$ cat config.mk
export PLATFORM = sky130hd
export DESIGN_NAME = param_deco_scanner
export DESIGN_NICKNAME = d
export VERILOG_FILES = /design/src/rtl/param_deco_pkg.sv /design/src/rtl/deco_onehot.sv /design/src/rtl/param_deco_scanner.sv
export SDC_FILE = /design/constraint.sdc
export NUM_CORES = 1
export LEC_CHECK = 0
export CAP_MARGIN = 40
export CELL_PAD_IN_SITES_DETAIL_PLACEMENT = 1
export CELL_PAD_IN_SITES_GLOBAL_PLACEMENT = 1
export CORE_UTILIZATION = 36
export DETAILED_ROUTE_END_ITERATION = 8
export PLACE_DENSITY = 0.74
export SLEW_MARGIN = 10
export SYNTH_ARGS = -nofsm -noshare
export SYNTH_HDL_FRONTEND = slang
export SYNTH_SLANG_ARGS = --single-unit
$ cat constraint.sdc
create_clock -name i_clk -period 2.3 [get_ports i_clk]
set_input_delay 0.345 -clock i_clk [delete_from_list [all_inputs] [get_ports i_clk]]
set_output_delay 0.345 -clock i_clk [all_outputs]
set_load 0.005 [all_outputs]
$ cat src/rtl/param_deco_pkg.sv
// Shared types and constants for the one-hot decoder/scanner.
//   deco_state_t : controller state (idle, static decode, scanning walk)
//   MODE_DECODE / MODE_SCAN : encodings of the i_mode load input
package param_deco_pkg;

  typedef enum logic [1:0] {
    ST_IDLE   = 2'd0,
    ST_DECODE = 2'd1,
    ST_SCAN   = 2'd2
  } deco_state_t;

  localparam logic MODE_DECODE = 1'b0;
  localparam logic MODE_SCAN   = 1'b1;

endpackage

$ cat src/rtl/deco_onehot.sv
// Combinational index-to-one-hot mapper.
//   idx_i    : index to decode
//   active_i : when low the output is all zero
//   onehot_o : DEPTH-wide one-hot (or zero) vector
module deco_onehot #(
  parameter  int DEPTH = 8,
  localparam int IDX_W = $clog2(DEPTH)
) (
  input  logic [IDX_W-1:0] idx_i,
  input  logic             active_i,
  output logic [DEPTH-1:0] onehot_o
);

  always_comb begin
    onehot_o = '0;
    for (int unsigned i = 0; i < DEPTH; i++) begin
      if (active_i && (idx_i == IDX_W'(i))) onehot_o[i] = 1'b1;
    end
  end

endmodule

$ cat src/rtl/param_deco_scanner.sv
// Registered one-hot select generator with DECODE (static) and SCAN (walking)
// modes.
//   i_clk, i_rst       : clock, asynchronous active-high reset
//   i_enable           : block enable; low forces idle
//   i_load_valid/o_load_ready, i_load_idx, i_mode : load handshake
//   i_hold             : extra dwell cycles per position while scanning (live)
//   o_deco_out         : registered one-hot select, zero when idle
//   o_idx              : current index register
//   o_wrap             : one-cycle pulse aligned with the output showing bit 0
//                        after a DEPTH-1 -> 0 wrap
//   o_err              : out-of-range load pulse (only with DECO_RANGE_CHK_EN)
// Build option: DECO_RANGE_CHK_EN rejects out-of-range loads and raises o_err;
// without it such loads are clamped to DEPTH-1.
module param_deco_scanner
  import param_deco_pkg::*;
#(
  parameter  int DEPTH  = 8,
  parameter  int HOLD_W = 4,
  localparam int IDX_W  = $clog2(DEPTH)
) (
  input  logic              i_clk,
  input  logic              i_rst,
  input  logic              i_enable,
  input  logic              i_load_valid,
  output logic              o_load_ready,
  input  logic [IDX_W-1:0]  i_load_idx,
  input  logic              i_mode,
  input  logic [HOLD_W-1:0] i_hold,
  output logic [DEPTH-1:0]  o_deco_out,
  output logic [IDX_W-1:0]  o_idx,
  output logic              o_wrap
`ifdef DECO_RANGE_CHK_EN
  ,
  output logic              o_err
`endif
);

  localparam logic [IDX_W:0]   DEPTH_X  = (IDX_W+1)'(DEPTH);
  localparam logic [IDX_W-1:0] LAST_IDX = IDX_W'(DEPTH - 1);

  deco_state_t       state_q, state_d;
  logic [IDX_W-1:0]  idx_q, idx_d;
  logic [HOLD_W-1:0] cnt_q, cnt_d;
  logic              wrap_q, wrap_d;
  logic [DEPTH-1:0]  deco_q, deco_d;
  logic              fire;
  logic              out_of_range;
`ifdef DECO_RANGE_CHK_EN
  logic              err_q, err_d;
`endif

  assign o_load_ready = i_enable;
  assign fire         = i_load_valid & i_enable;
  // Widened compare so non-power-of-two DEPTH is detected correctly.
  assign out_of_range = {1'b0, i_load_idx} >= DEPTH_X;

  always_comb begin
    state_d = state_q;
    idx_d   = idx_q;
    cnt_d   = cnt_q;
    wrap_d  = 1'b0;
`ifdef DECO_RANGE_CHK_EN
    err_d   = 1'b0;
`endif
    if (!i_enable) begin
      state_d = ST_IDLE;
    end else if (fire) begin
`ifdef DECO_RANGE_CHK_EN
      if (out_of_range) begin
        err_d = 1'b1;
      end else begin
        idx_d   = i_load_idx;
        cnt_d   = '0;
        state_d = (i_mode == MODE_DECODE) ? ST_DECODE : ST_SCAN;
      end
`else
      idx_d   = out_of_range ? LAST_IDX : i_load_idx;
      cnt_d   = '0;
      state_d = (i_mode == MODE_DECODE) ? ST_DECODE : ST_SCAN;
`endif
    end else if (state_q == ST_SCAN) begin
      // >= so that lowering i_hold mid-dwell advances on the next cycle.
      if (cnt_q >= i_hold) begin
        cnt_d = '0;
        if (idx_q == LAST_IDX) begin
          idx_d  = '0;
          wrap_d = 1'b1;
        end else begin
          idx_d = idx_q + 1'b1;
        end
      end else begin
        cnt_d = cnt_q + 1'b1;
      end
    end
  end

  // One-hot is built from next-state so the registered output lines up with
  // o_idx and o_wrap.
  deco_onehot #(.DEPTH(DEPTH)) u_onehot (
    .idx_i    (idx_d),
    .active_i (state_d != ST_IDLE),
    .onehot_o (deco_d)
  );

  always_ff @(posedge i_clk or posedge i_rst) begin
    if (i_rst) begin
      state_q <= ST_IDLE;
      idx_q   <= '0;
      cnt_q   <= '0;
      wrap_q  <= 1'b0;
      deco_q  <= '0;
    end else begin
      state_q <= state_d;
      idx_q   <= idx_d;
      cnt_q   <= cnt_d;
      wrap_q  <= wrap_d;
      deco_q  <= deco_d;
    end
  end

`ifdef DECO_RANGE_CHK_EN
  always_ff @(posedge i_clk or posedge i_rst) begin
    if (i_rst) err_q <= 1'b0;
    else       err_q <= err_d;
  end
  assign o_err = err_q;
`endif

  assign o_deco_out = deco_q;
  assign o_idx      = idx_q;
  assign o_wrap     = wrap_q;

endmodule

; ---- Yosys cells after proc, flatten, opt, wreduce, memory -nomap -nowiden
; Cells that the tools add are included.
[op_classes]
bitwise = 1
n_mux = 24
eq_ne = 9
order_cmp = 1
add_sub_neg = 2
reduce_logical = 12
[op_table]
columns = op, count
row1 = "== test 3 bit, second input constant", 5
row2 = two-way mux 3 bit, 5
row3 = two-way mux 1 bit, 13
row4 = two-way mux 4 bit, 3
row5 = logical AND 1 bit, 8
row6 = "== test 3 x 2 -> 1 bit, second input constant", 2
row7 = two-way mux 2 bit, 3
row8 = "adder 4 x 1 -> 4 bit, second input constant", 1
row9 = greater-or-equal comparator 4 bit, 1
row10 = nonzero test 2 bit, 2
row11 = "adder 3 x 1 -> 3 bit, second input constant", 1
row12 = "== test 3 x 1 -> 1 bit, second input constant", 1
row13 = zero test 3 bit, 1
row14 = "== test 2 bit, second input constant", 1
row15 = AND reduction 2 bit, 1
row16 = AND 1 bit, 1
[totals]
ff_bits = 18
input_bits = 12
output_inout_bits = 13
elab_cells = 54

; ---- Logic depth before layout (Yosys ltp)
; Gate-level depths: netlist (run 1).
[depth]
depth_word = 9
depth_mapped = 8
depth_no_buf = 8

; ---- By module
; Synthesis (run 1) repeated with hierarchy kept, for this count alone.
[hier_totals]
cells_unflattened = 102
area_unflattened_um2 = 1054.8
[by_module_without_submodules]
columns = module, area_each_um2, seq_area_each_um2, instances, cells_each
row1 = param_deco_scanner, 958.4, 450.4, 1, 94
row2 = deco_onehot, 96.3, 0.0, 1, 8

; ---- Worst setup path after synthesis (run 1)
; OpenSTA, ideal clock, no wires.
[synth_timing]
path_type = register -> register
from = register cnt_q[0]
to = register deco_q[0] (netlist: o_deco_out[0])
path_slack_ps = 472
synth_period_minus_slack_ps = 1828
n_path_buf = 0
t_arrival_ps = 1741
setup_time_ps = 86
t_required_ps = 2214
stages_incl_launch_ff = 9
path_cell_list = dfrtp_1 > inv_1 > ha_1 > nor3b_2 > o21ai_2 > nor2b_4 > a221oi_4 > inv_4 > nor3_1
[synth_between]
elab_chain_cells = 8
[synth_rtl]
columns = element, line
row1 = start: declaration, param_deco_scanner.sv:43  ; logic [HOLD_W-1:0] cnt_q, cnt_d;
row2 = start signal: assignment, param_deco_scanner.sv:115  ; cnt_q <= cnt_d;
row3 = greater-or-equal comparator 4 bit, param_deco_scanner.sv:83  ; if (cnt_q >= i_hold) begin
row4 = two-way mux 3 bit, param_deco_scanner.sv:83
row5 = two-way mux 3 bit, param_deco_scanner.sv:81  ; end else if (state_q == ST_SCAN) begin
row6 = two-way mux 3 bit, param_deco_scanner.sv:67  ; end else if (fire) begin
row7 = two-way mux 3 bit, param_deco_scanner.sv:65  ; if (!i_enable) begin
row8 = net idx_d[2], param_deco_scanner.sv:42  ; logic [IDX_W-1:0] idx_q, idx_d;
row9 = zero test 3 bit, deco_onehot.sv:17  ; if (active_i && (idx_i == IDX_W'(i))) onehot_o[i] = 1'b1;
row10 = logical AND 1 bit, deco_onehot.sv:17
row11 = two-way mux 1 bit, deco_onehot.sv:17
row12 = net deco_d[0], param_deco_scanner.sv:45  ; logic [DEPTH-1:0] deco_q, deco_d;
row13 = end signal: assignment, param_deco_scanner.sv:117  ; deco_q <= deco_d;
row14 = end: declaration, param_deco_scanner.sv:45
; The timed path passes the listed nets, and every way through them passes these cells.
; A chain may end at the register's enable or synchronous reset.

; ---- Final worst setup path (run 1)
[layout_timing]
from = input i_hold[1]
to = register deco_q[4] (netlist: o_deco_out[4])
[layout_between]
elab_chain_cells = 8
[layout_rtl]
columns = element, line
row1 = start: declaration, param_deco_scanner.sv:28  ; input logic [HOLD_W-1:0] i_hold,
row2 = greater-or-equal comparator 4 bit, param_deco_scanner.sv:83
row3 = two-way mux 3 bit, param_deco_scanner.sv:83
row4 = two-way mux 3 bit, param_deco_scanner.sv:81
row5 = two-way mux 3 bit, param_deco_scanner.sv:67
row6 = two-way mux 3 bit, param_deco_scanner.sv:65
row7 = net idx_d[1], param_deco_scanner.sv:42
row8 = == test 3 bit, deco_onehot.sv:17
row9 = logical AND 1 bit, deco_onehot.sv:17
row10 = two-way mux 1 bit, deco_onehot.sv:17
row11 = net deco_d[4], param_deco_scanner.sv:45
; The timed path passes the listed nets, and every way through them passes these cells.

==> results.tsv, run 1 <==
stage	metric	value	unit
logic_synthesis	yosysMostFrequentCell	dfrtp_1	
timing	final-hold-violation-count	0	
grt	grt_max_degree	19	
logic_synthesis	synth_area	955.9	µm²
timing	worstMarginPinSlew	700.5	ps
timing	finalClockSkew	2.570	ps
cts	ctsHoldBuffers	0	
layout	multi_input_area	436.7	µm²
floorplan	die_area	0.002865	mm²
cts	cts_htree_levels	1	
cts	clkTransAtPathRegs	90	ps
setup_path	cpPeakStageDelay	450	ps
logic_synthesis	yosys.area.top_type	dfrtp_1	
grt	first_global_vias	852	
logic_synthesis	yosysTopAreaCellShare	47.12	%
placement	dp_hpwl	1.889	mm
routing	routedWlPerCell	15.68	µm
cts	clk-insertion-delay-late	290	ps
placement	gp_congestion	0.8117	
setup_path	crit_required	2490	ps
logic_synthesis	synth.avg_cell_area	11.38	µm²
layout	area_delta_synth_final	35.86	%
power	vdd_ir_drop_max	0.3898	mV
logic_synthesis	ys_seq_area_share	47.12	%
floorplan	fp-row-count	18	
status	status	complete, no violations	
grt	grt_usage	20.32	%
timing	max_freq	458.3	MHz
power	power.leakage	0.6215	nW
run	cap_violations	0	
routing	ant_nets	0	
setup_path	crit_arrival	2370	ps
floorplan	coreArea	0.002500	mm²
logic_synthesis	ys_seq_elements	18	
timing	rsz0062_at_grt	no	
timing	fin_tns_setup	0	ps
setup_path	start_kind	input port	
routing	drt-pass1-iter-count	4	
logic_synthesis	synth-main-ff-cell	dfrtp_1	
logic_synthesis	synth_area_leaders	dfrtp_1, ha_1, nor3_1, o211a_1, a221oi_4	
layout	stdcell_count	148	
placement	portBuffers	24	
min_path	hp-class	in2async	
floorplan	start_util	38.24	%
setup_path	critical_path_class	in2reg	
routing	dr_wl_met2	1.104	mm
timing	period_share	94.86	%
logic_synthesis	synth_warnings	0	
cts	cts_tree	built	
layout	final_core_util	51.95	%
cts	cts-root-buf	clkbuf_4	
cts	numCtsBuffers	3	
grt	antenna_found_initial	0	
layout	drive_gt1_share	18.64	%
layout	fillers	289	
floorplan	ios	25	
routing	drt_iter0_drc	13	
placement	place_area	0.001276	mm²
floorplan	die_h	53.53	µm
logic_synthesis	ys_types	35	
logic_synthesis	netlist_top_cells_count	dfrtp_1, nor3_1, ha_1, inv_1, nand2_1	
routing	drt-met1-wl	1.089	mm
routing	top_layer	met4	
cts	cts_sinks	18	
timing	fin_crit	2182	ps
logic_synthesis	synth_edf_count	0	
power	powerDensity	552.4	mW/mm²
setup_path	crit_chain	clkdlybuf4s50_1 > inv_1 > ha_1 > o211ai_1 > o211a_1 > and3_1 > a211o_1 > inv_2 > nor3_1	
cts	clockBufferDepth	2	
timing	drv_slew	0	
grt	grt_pass1_wl	4.015	mm
layout	nets	139	
routing	routed_wl	2.321	mm
routing	vias_per_cell	5.257	
routing	route.detailed.drc	0	
timing	setup_viol	0	
grt	overflow	0	
placement	dpl.cell_count	145	
layout	diodes	0	
layout	regArea	450.4	µm²
cts	post_cts_buffers	0	
floorplan	die_w	53.53	µm
logic_synthesis	syn_inst	84	
layout	fin_area	0.001299	mm²
setup_path	timing.critical_path.to_type	flop	
logic_synthesis	syn_nets	103	
logic_synthesis	synthArstFlopShare	100.0	%
setup_path	slowest_stage	clkdlybuf4s50_1	
cts	post_cts_resized	0	
timing	slew_headroom	53.25	%
routing	routed-via-count	778	
setup_path	cp_max_fo	5	
routing	dr_wl_met3	73	µm
state kept, by name (all words and copies together), names as in the netlist:
name	count
o_wrap	1
cnt_q	4
o_deco_out	8
o_idx	3
state_q	2
report_power, final:
part / leakage (nW) / switching (mW) / internal (mW)
logic: 0.368 / 0.0952 / 0.112
registers: 0.240 / 0.0190 / 0.339
clock network: 0.0138 / 0.0920 / 0.0610
stage by stage:
stage / hold WS [ps] / power, mW / worst slack (ps)
after CTS: 482.5 / 0.7314 / 125.0
after global placement: 548.8 / 0.5619 / -103.4
after detailed placement: 566.5 / 0.5722 / -182.7
after floorplan: 283.6 / 0.4675 / 472.2
after global routing: 549.0 / 0.7661 / 13.59
final: 466.0 / 0.7175 / 118.2
logic make-up (layout without fill, tap and decap cells):
| group | count (synthesis) | count (layout) | share of synthesized area (%) |
|---|---|---|---|
| compound gates | 17 | 17 | 16.36 |
| simple gates | 28 | 28 | 18.06 |
| xor+xnor | 1 | 1 | 0.9164 |
| buf+inv | 12 | 46 | 7.199 |
| mux | 1 | 1 | 1.178 |
| flops | 18 | 18 | 47.12 |
| fa+ha+maj | 7 | 7 | 9.162 |
cell usage in the layout, fill, tap and decap left out, types with 2 or more instances in the layout:
master | synthesis | routed
clkdlybuf4s50_1 | 0 | 24
nand3_1 | 3 | 3
inv_1 | 7 | 7
nand2_1 | 5 | 5
nand4bb_1 | 2 | 2
ha_1 | 7 | 7
a22o_1 | 2 | 2
buf_4 | 1 | 10
o21ai_2 | 2 | 2
o211a_1 | 3 | 3
clkbuf_4 | 0 | 3
dfrtp_1 | 18 | 18
nor3_1 | 10 | 10
layout make-up:
cell class | instances | area share (%)
repair buffers | 34 | 24.28
well taps | 30 | 2.890
clock buffers | 3 | 1.734
inverters | 9 | 2.794
flip-flops and latches | 18 | 34.68
multi-input cells | 54 | 33.62
path summary, 6_finish.rpt:
kind / depth (start not counted) / end / start / slack, ps
setup / recovery: 9 / o_deco_out[4] / i_hold[1] / 120
hold / removal: 2 / o_deco_out[3] / i_rst / 470
setup reg to reg: 8 / o_deco_out[4] / cnt_q[0] / 210
hold reg to reg: 1 / cnt_q[1] / cnt_q[1] / 580
max in group asynchronous: 2 / cnt_q[2] / i_rst / 1390
min in group i_clk: 1 / cnt_q[1] / cnt_q[1] / 580
worst max-delay path: cells and delay by family:
kind,cells,cell delay [ps]
AOI/OAI and AO/OA,3,730
buffers and inverters,3,580
and+or+nand+nor,2,440
adders and majority gates,1,280
metal layers:
layer	track usage, %	vias up
met2	31.67	16
li1	-	373
met4	9.649	0
met5	0	-
met3	5.367	7
met1	26.06	382
No activity file was read; power rests on OpenSTA's default activity.
==> inputs of run 2 (changes only) <==
- HOLD_SLACK_MARGIN: not set -> 0.12
==> results of run 2 <==
Same layout as run 1: the final DEF is identical, and so are final timing and power.
